## src/rtl/parking_controller_multi.sv

```systemverilog
// Multi-space parking gate controller: password-gated entry FSM with retry lockout and entry timeout,
// plus an occupancy counter fed by entry commits and exit-sensor edges.
module parking_controller_multi #(
    parameter int                  CAPACITY    = 4,
    parameter int                  PW_WIDTH    = 4,
    parameter logic [PW_WIDTH-1:0] PASSWORD    = 4'hA,
    parameter int                  WAIT_CYCLES = 20,
    parameter int                  MAX_TRIES   = 3,
    parameter int                  LOCK_CYCLES = 32,
    localparam int                 CNT_W       = $clog2(CAPACITY + 1)
) (
    input  logic                clk,
    input  logic                reset,
    input  logic                sensor_entrance,
    input  logic                sensor_exit,
    input  logic                pw_valid,
    input  logic [PW_WIDTH-1:0] pw_in,
    output logic                green_led,
    output logic                red_led,
    output logic                gate_open,
    output logic                full,
    output logic [CNT_W-1:0]    occupancy,
    output logic [CNT_W-1:0]    free_spaces,
    output logic [2:0]          fsm_state
);

    localparam int TMAX  = (WAIT_CYCLES > LOCK_CYCLES) ? WAIT_CYCLES : LOCK_CYCLES;
    localparam int TMR_W = $clog2(TMAX + 1);
    localparam int TRY_W = $clog2(MAX_TRIES + 1);

    localparam logic [CNT_W-1:0] CAP_C     = CNT_W'(CAPACITY);
    localparam logic [TMR_W-1:0] WAIT_LAST = TMR_W'(WAIT_CYCLES - 1);
    localparam logic [TMR_W-1:0] LOCK_LAST = TMR_W'(LOCK_CYCLES - 1);
    localparam logic [TRY_W-1:0] TRY_LIMIT = TRY_W'(MAX_TRIES);

    typedef enum logic [2:0] {
        S_IDLE     = 3'd0,
        S_WAIT_PW  = 3'd1,
        S_WRONG_PW = 3'd2,
        S_RIGHT_PW = 3'd3,
        S_LOCKOUT  = 3'd4
    } state_t;

    state_t             r_state;
    logic [TMR_W-1:0]   r_timer;
    logic [TRY_W-1:0]   r_tries;
    logic               r_entr_d;
    logic               r_exit_d;
    logic [CNT_W-1:0]   r_occ;
    logic [CNT_W-1:0]   r_free;
    logic               r_full;
    logic               r_green;
    logic               r_red;
    logic               r_gate;

    state_t             w_state_nxt;
    logic [TMR_W-1:0]   w_timer_nxt;
    logic [TRY_W-1:0]   w_tries_nxt;
    logic [TRY_W-1:0]   w_tries_inc;
    logic               w_commit;
    logic               w_wrong_entry;
    logic               w_exit_edge;
    logic [CNT_W-1:0]   w_occ_nxt;
    logic               w_red_nxt;

    // Next-state, timer and retry-count logic for the entry session FSM
    always_comb begin
        w_state_nxt   = r_state;
        w_timer_nxt   = r_timer + TMR_W'(1);
        w_tries_nxt   = r_tries;
        w_tries_inc   = r_tries + TRY_W'(1);
        w_commit      = 1'b0;
        w_wrong_entry = 1'b0;
        case (r_state)
            S_IDLE: begin
                w_timer_nxt = {TMR_W{1'b0}};
                w_tries_nxt = {TRY_W{1'b0}};
                // Admission looks at the live count so a back-to-back arrival can never overfill
                if (sensor_entrance && (r_occ != CAP_C)) begin
                    w_state_nxt = S_WAIT_PW;
                end else begin
                    w_state_nxt = S_IDLE;
                end
            end
            S_WAIT_PW, S_WRONG_PW: begin
                if (pw_valid) begin
                    w_timer_nxt = {TMR_W{1'b0}};
                    if (pw_in == PASSWORD) begin
                        w_state_nxt = S_RIGHT_PW;
                    end else begin
                        w_tries_nxt   = w_tries_inc;
                        w_wrong_entry = 1'b1;
                        if (w_tries_inc == TRY_LIMIT) begin
                            w_state_nxt = S_LOCKOUT;
                        end else begin
                            w_state_nxt = S_WRONG_PW;
                        end
                    end
                end else if (r_timer == WAIT_LAST) begin
                    w_state_nxt = S_IDLE;
                    w_timer_nxt = {TMR_W{1'b0}};
                    w_tries_nxt = {TRY_W{1'b0}};
                end else begin
                    w_state_nxt = r_state;
                end
            end
            S_RIGHT_PW: begin
                w_timer_nxt = {TMR_W{1'b0}};
                if (r_entr_d && !sensor_entrance) begin
                    w_commit    = 1'b1;
                    w_state_nxt = S_IDLE;
                end else begin
                    w_state_nxt = S_RIGHT_PW;
                end
            end
            S_LOCKOUT: begin
                if (r_timer == LOCK_LAST) begin
                    w_state_nxt = S_IDLE;
                    w_timer_nxt = {TMR_W{1'b0}};
                    w_tries_nxt = {TRY_W{1'b0}};
                end else begin
                    w_state_nxt = S_LOCKOUT;
                end
            end
            default: begin
                w_state_nxt = S_IDLE;
                w_timer_nxt = {TMR_W{1'b0}};
                w_tries_nxt = {TRY_W{1'b0}};
            end
        endcase
    end

    // Occupancy update: a commit and an exit edge in the same cycle cancel out
    always_comb begin
        w_exit_edge = sensor_exit & ~r_exit_d;
        if (w_commit && w_exit_edge) begin
            w_occ_nxt = r_occ;
        end else if (w_commit && (r_occ != CAP_C)) begin
            w_occ_nxt = r_occ + CNT_W'(1);
        end else if (w_exit_edge && (r_occ != {CNT_W{1'b0}})) begin
            w_occ_nxt = r_occ - CNT_W'(1);
        end else begin
            w_occ_nxt = r_occ;
        end
    end

    // Red indicator for the upcoming state; in IDLE it tracks the full flag being registered alongside
    always_comb begin
        case (w_state_nxt)
            S_IDLE:     w_red_nxt = (r_occ == CAP_C);
            S_WAIT_PW:  w_red_nxt = 1'b1;
            S_WRONG_PW: w_red_nxt = w_wrong_entry ? 1'b1 : ~r_red;
            S_RIGHT_PW: w_red_nxt = 1'b0;
            S_LOCKOUT:  w_red_nxt = 1'b1;
            default:    w_red_nxt = 1'b0;
        endcase
    end

    // State, counters, edge detectors and registered outputs
    always_ff @(posedge clk) begin
        if (reset) begin
            r_state  <= S_IDLE;
            r_timer  <= {TMR_W{1'b0}};
            r_tries  <= {TRY_W{1'b0}};
            r_entr_d <= 1'b0;
            r_exit_d <= 1'b0;
            r_occ    <= {CNT_W{1'b0}};
            r_free   <= CAP_C;
            r_full   <= 1'b0;
            r_green  <= 1'b0;
            r_red    <= 1'b0;
            r_gate   <= 1'b0;
        end else begin
            r_state  <= w_state_nxt;
            r_timer  <= w_timer_nxt;
            r_tries  <= w_tries_nxt;
            r_entr_d <= sensor_entrance;
            r_exit_d <= sensor_exit;
            r_occ    <= w_occ_nxt;
            r_free   <= CAP_C - r_occ;
            r_full   <= (r_occ == CAP_C);
            r_green  <= (w_state_nxt == S_RIGHT_PW);
            r_gate   <= (w_state_nxt == S_RIGHT_PW);
            r_red    <= w_red_nxt;
        end
    end

    assign green_led   = r_green;
    assign red_led     = r_red;
    assign gate_open   = r_gate;
    assign full        = r_full;
    assign occupancy   = r_occ;
    assign free_spaces = r_free;
    assign fsm_state   = r_state;

endmodule
```

## config.mk

```make
export PLATFORM = sky130hd
export DESIGN_NAME = parking_controller_multi
export DESIGN_NICKNAME = d
export VERILOG_FILES = /design/src/rtl/parking_controller_multi.sv
export SDC_FILE = /design/constraint.sdc
export NUM_CORES = 1
export LEC_CHECK = 0
export BUFFER_PORTS_ARGS = -buffer_cell sky130_fd_sc_hd__buf_2
export CORE_ASPECT_RATIO = 1.4
export CORE_MARGIN = 5
export CORE_UTILIZATION = 55
export DETAILED_ROUTE_END_ITERATION = 8
export GPL_TIMING_DRIVEN = 0
export PLACE_DENSITY = 0.86
export SLEW_MARGIN = 20
export SYNTH_ARGS = -nofsm -noshare
export SYNTH_HDL_FRONTEND = slang
export SYNTH_SLANG_ARGS = --single-unit
```

## constraint.sdc

```tcl
create_clock -name clk -period 4.9 [get_ports clk]
set_input_delay 0.49 -clock clk [delete_from_list [all_inputs] [get_ports clk]]
set_output_delay 0.49 -clock clk [all_outputs]
set_load 0.005 [all_outputs]
```

==> run metrics <==
die height=64.7 µm; Row Count=19; Finished Layout Cells=168; Post-Synth XOR/XNOR Area=0.0585; PD cells=402 nW/µm²; cts hold-fix bufs=0; Core Region=2000 µm²; Post-CTS Setup Repair Bufs=0; total power=545 µW; CTS Buffer Depth=2; placed cell count=164; Hold Crit Start=sensor_entrance; area of the mapped netlist=1180 µm²; Tmin final=2290 ps; largest net degree at the start of global routing=14; via/cell ratio=5.83; Area growth syn-to-layout=15.2%; largest family of logic cells by synthesized area=simple AND/OR/NAND/NOR gates; vias in the first global route=960; initial antenna violation count=0; DRT iter0 DRCs=26; antenna fix cells=0; DP Worst Slack=2630 ps; mux cell area share after synthesis=0.0255; All-Layer GR Usage=0.159; IO buf count=20; RSZ-0062 raised after global routing=no; post-synthesis compound-gate area fraction=0.140; Worst setup startpoint=occupancy[0]; Synth cell types=43; Final setup viols=0; Slowest cell on crit path=or3_1; CP max stage delay=410 ps; wire length after detailed routing=2380 µm; clock net sink count=22; status=complete, no violations; Max VDD drop=293 µV; DR WL/cell=14.2 µm; htree depth=1; design area=1360 µm²; clk_skew=6.74 ps; FFs w/ async S/R, synth=0; register bit total from synthesis=22; crit path cell chain=inv_1 > ha_1 > ha_1 > or3_1 > fa_1 > mux2i_1 > xnor2_1 > nor2_1; post-route setup TNS=0 ps; Crit Reg-Reg Startpoint=occupancy[0]; Die ar.=3180 µm²; most used cell, CP=ha_1; max_cap viols=0; Slew Limit Headroom=0.635; maximum fanout along the worst path=5; mean post-synth cell area=9.56 µm²; die width=49.1 µm; max-slew violation count=0; HPWL after DPL=1830 µm; hold crit path type=primary input to flop; sequential area share after synthesis=0.374; # resized after CTS=0; Post-Syn Nets=138; Lkg Pwr=0.580 nW; drt drc=0; Final WS setup=2610 ps; Synth Instances=123; Post-synth EDFFs=0; arrival time worst endpoint=2500 ps; Final GP Congestion=0.825; Tcrit/Tclk final=0.467; Congestion Overflow GR=0; io pins=22; remaining antenna violation count=0; startpoint type of the worst setup path=flop; share of cells above drive strength 1=0.245; Synth Area in Simple Gates=0.273; CTS tree=built; total CTS buffers=3; Initial Utilization=0.589; Synth Area in Adders=0.0702; first-pass GRT wire length=4080 µm; fmax=437 MHz; hold_ws=411 ps; Final Hold Vio Count=0; Core Util, Final=0.679; CTS root buffer=clkbuf_4; placed cell area=1300 µm²; Ys Warns=0; Primary FF master, synth=dfxtp_1; Worst setup EP type=flop; data required time of the critical path=5110 ps; clk slew on worst S/H paths=130 ps; Vias=980; worst skew pair latency=320 ps; Setup CP Type=flop to flop; Worst-Margin Slew=543 ps; Final nets=163; DR pass1 iterations=5
flip-flops by register name, indices dropped and copies added, names as in the netlist:
register     count
r_entr_d         1
red_led          1
fsm_state        3
r_timer          6
gate_open        1
r_tries          2
occupancy        3
full             1
r_exit_d         1
free_spaces      3
where the power goes:
group	internal, mW	switching [mW]
logic	0.0863	0.0932
registers	0.205	0.0166
clock network	0.0828	0.0608
total	0.375	0.171
placed cells by master (no fill, tap or decap), types with 4 or more instances in the layout:
master	instances
a21oi_1	5
buf_2	23
nor2_1	15
xnor2_1	4
inv_1	10
ha_1	5
nor3_1	5
nor2b_1	6
nand2b_1	4
dfxtp_1	22
worst paths after layout:
kind / endpoint / slack (ps) / cells past startpoint
max: occupancy[2] / 2610 / 8
min: r_entr_d / 410 / 2
max reg2reg: occupancy[2] / 2610 / 8
min reg2reg: r_timer[0] / 470 / 1
synth_stat cells, drive strengths merged (2+ instances only):
cell     count  share of area
nor3b        3          0.028
a211oi       2          0.013
nand2        2         0.0064
mux2i        3          0.026
nor2b        6          0.032
and2         2          0.011
nand3        3          0.013
inv         10          0.032
dfxtp       22           0.37
xnor2        5          0.044
a2111oi      2          0.036
nor4         2          0.016
a21oi        5          0.021
nor3         6          0.030
buf          4          0.019
nand2b       4          0.021
xor2         2          0.015
ha           5          0.053
clkbuf       2         0.0064
a221oi       2          0.015
nor2        15          0.048
kinds of logic after synthesis:
family | after synthesis
AOI/OAI and AO/OA | 18
and+or+nand+nor | 51
buffers and inverters | 16
muxes | 3
adders and majority gates | 6
xor gates and xnor gates | 7
DFF | 22
per-layer routing:
layer	track usage	wire length [µm]	vias up
met3	0.0550	185	3
met5	0	0	-
met4	0.0673	23	0
li1	-	-	476
met1	0.169	945	455
met2	0.281	1230	46
final cells by class:
| class | count | area (µm²) |
|---|---|---|
| fillers | 156 | 642 |
| well taps | 21 | 26.3 |
| clock inverters | 1 | 30.0 |
| repair buffers | 20 | 100 |
| plain buffers | 6 | 30.0 |
| clock buffers | 3 | 22.5 |
| multi-input cells | 85 | 668 |
| inverters | 10 | 37.5 |
| flip-flops and latches | 22 | 440 |
critical path, delay by kind of cell, from the launching register on:
kind / cells / cell delay (ps)
multiplexers: 1 / 210
AND/OR/NAND/NOR: 2 / 460
buffers and inverters: 1 / 100
flip-flops: 1 / 400
XOR/XNOR: 1 / 140
adder cells (fa/ha/maj): 3 / 860
Note: power is estimated with default switching activity, not from simulation.
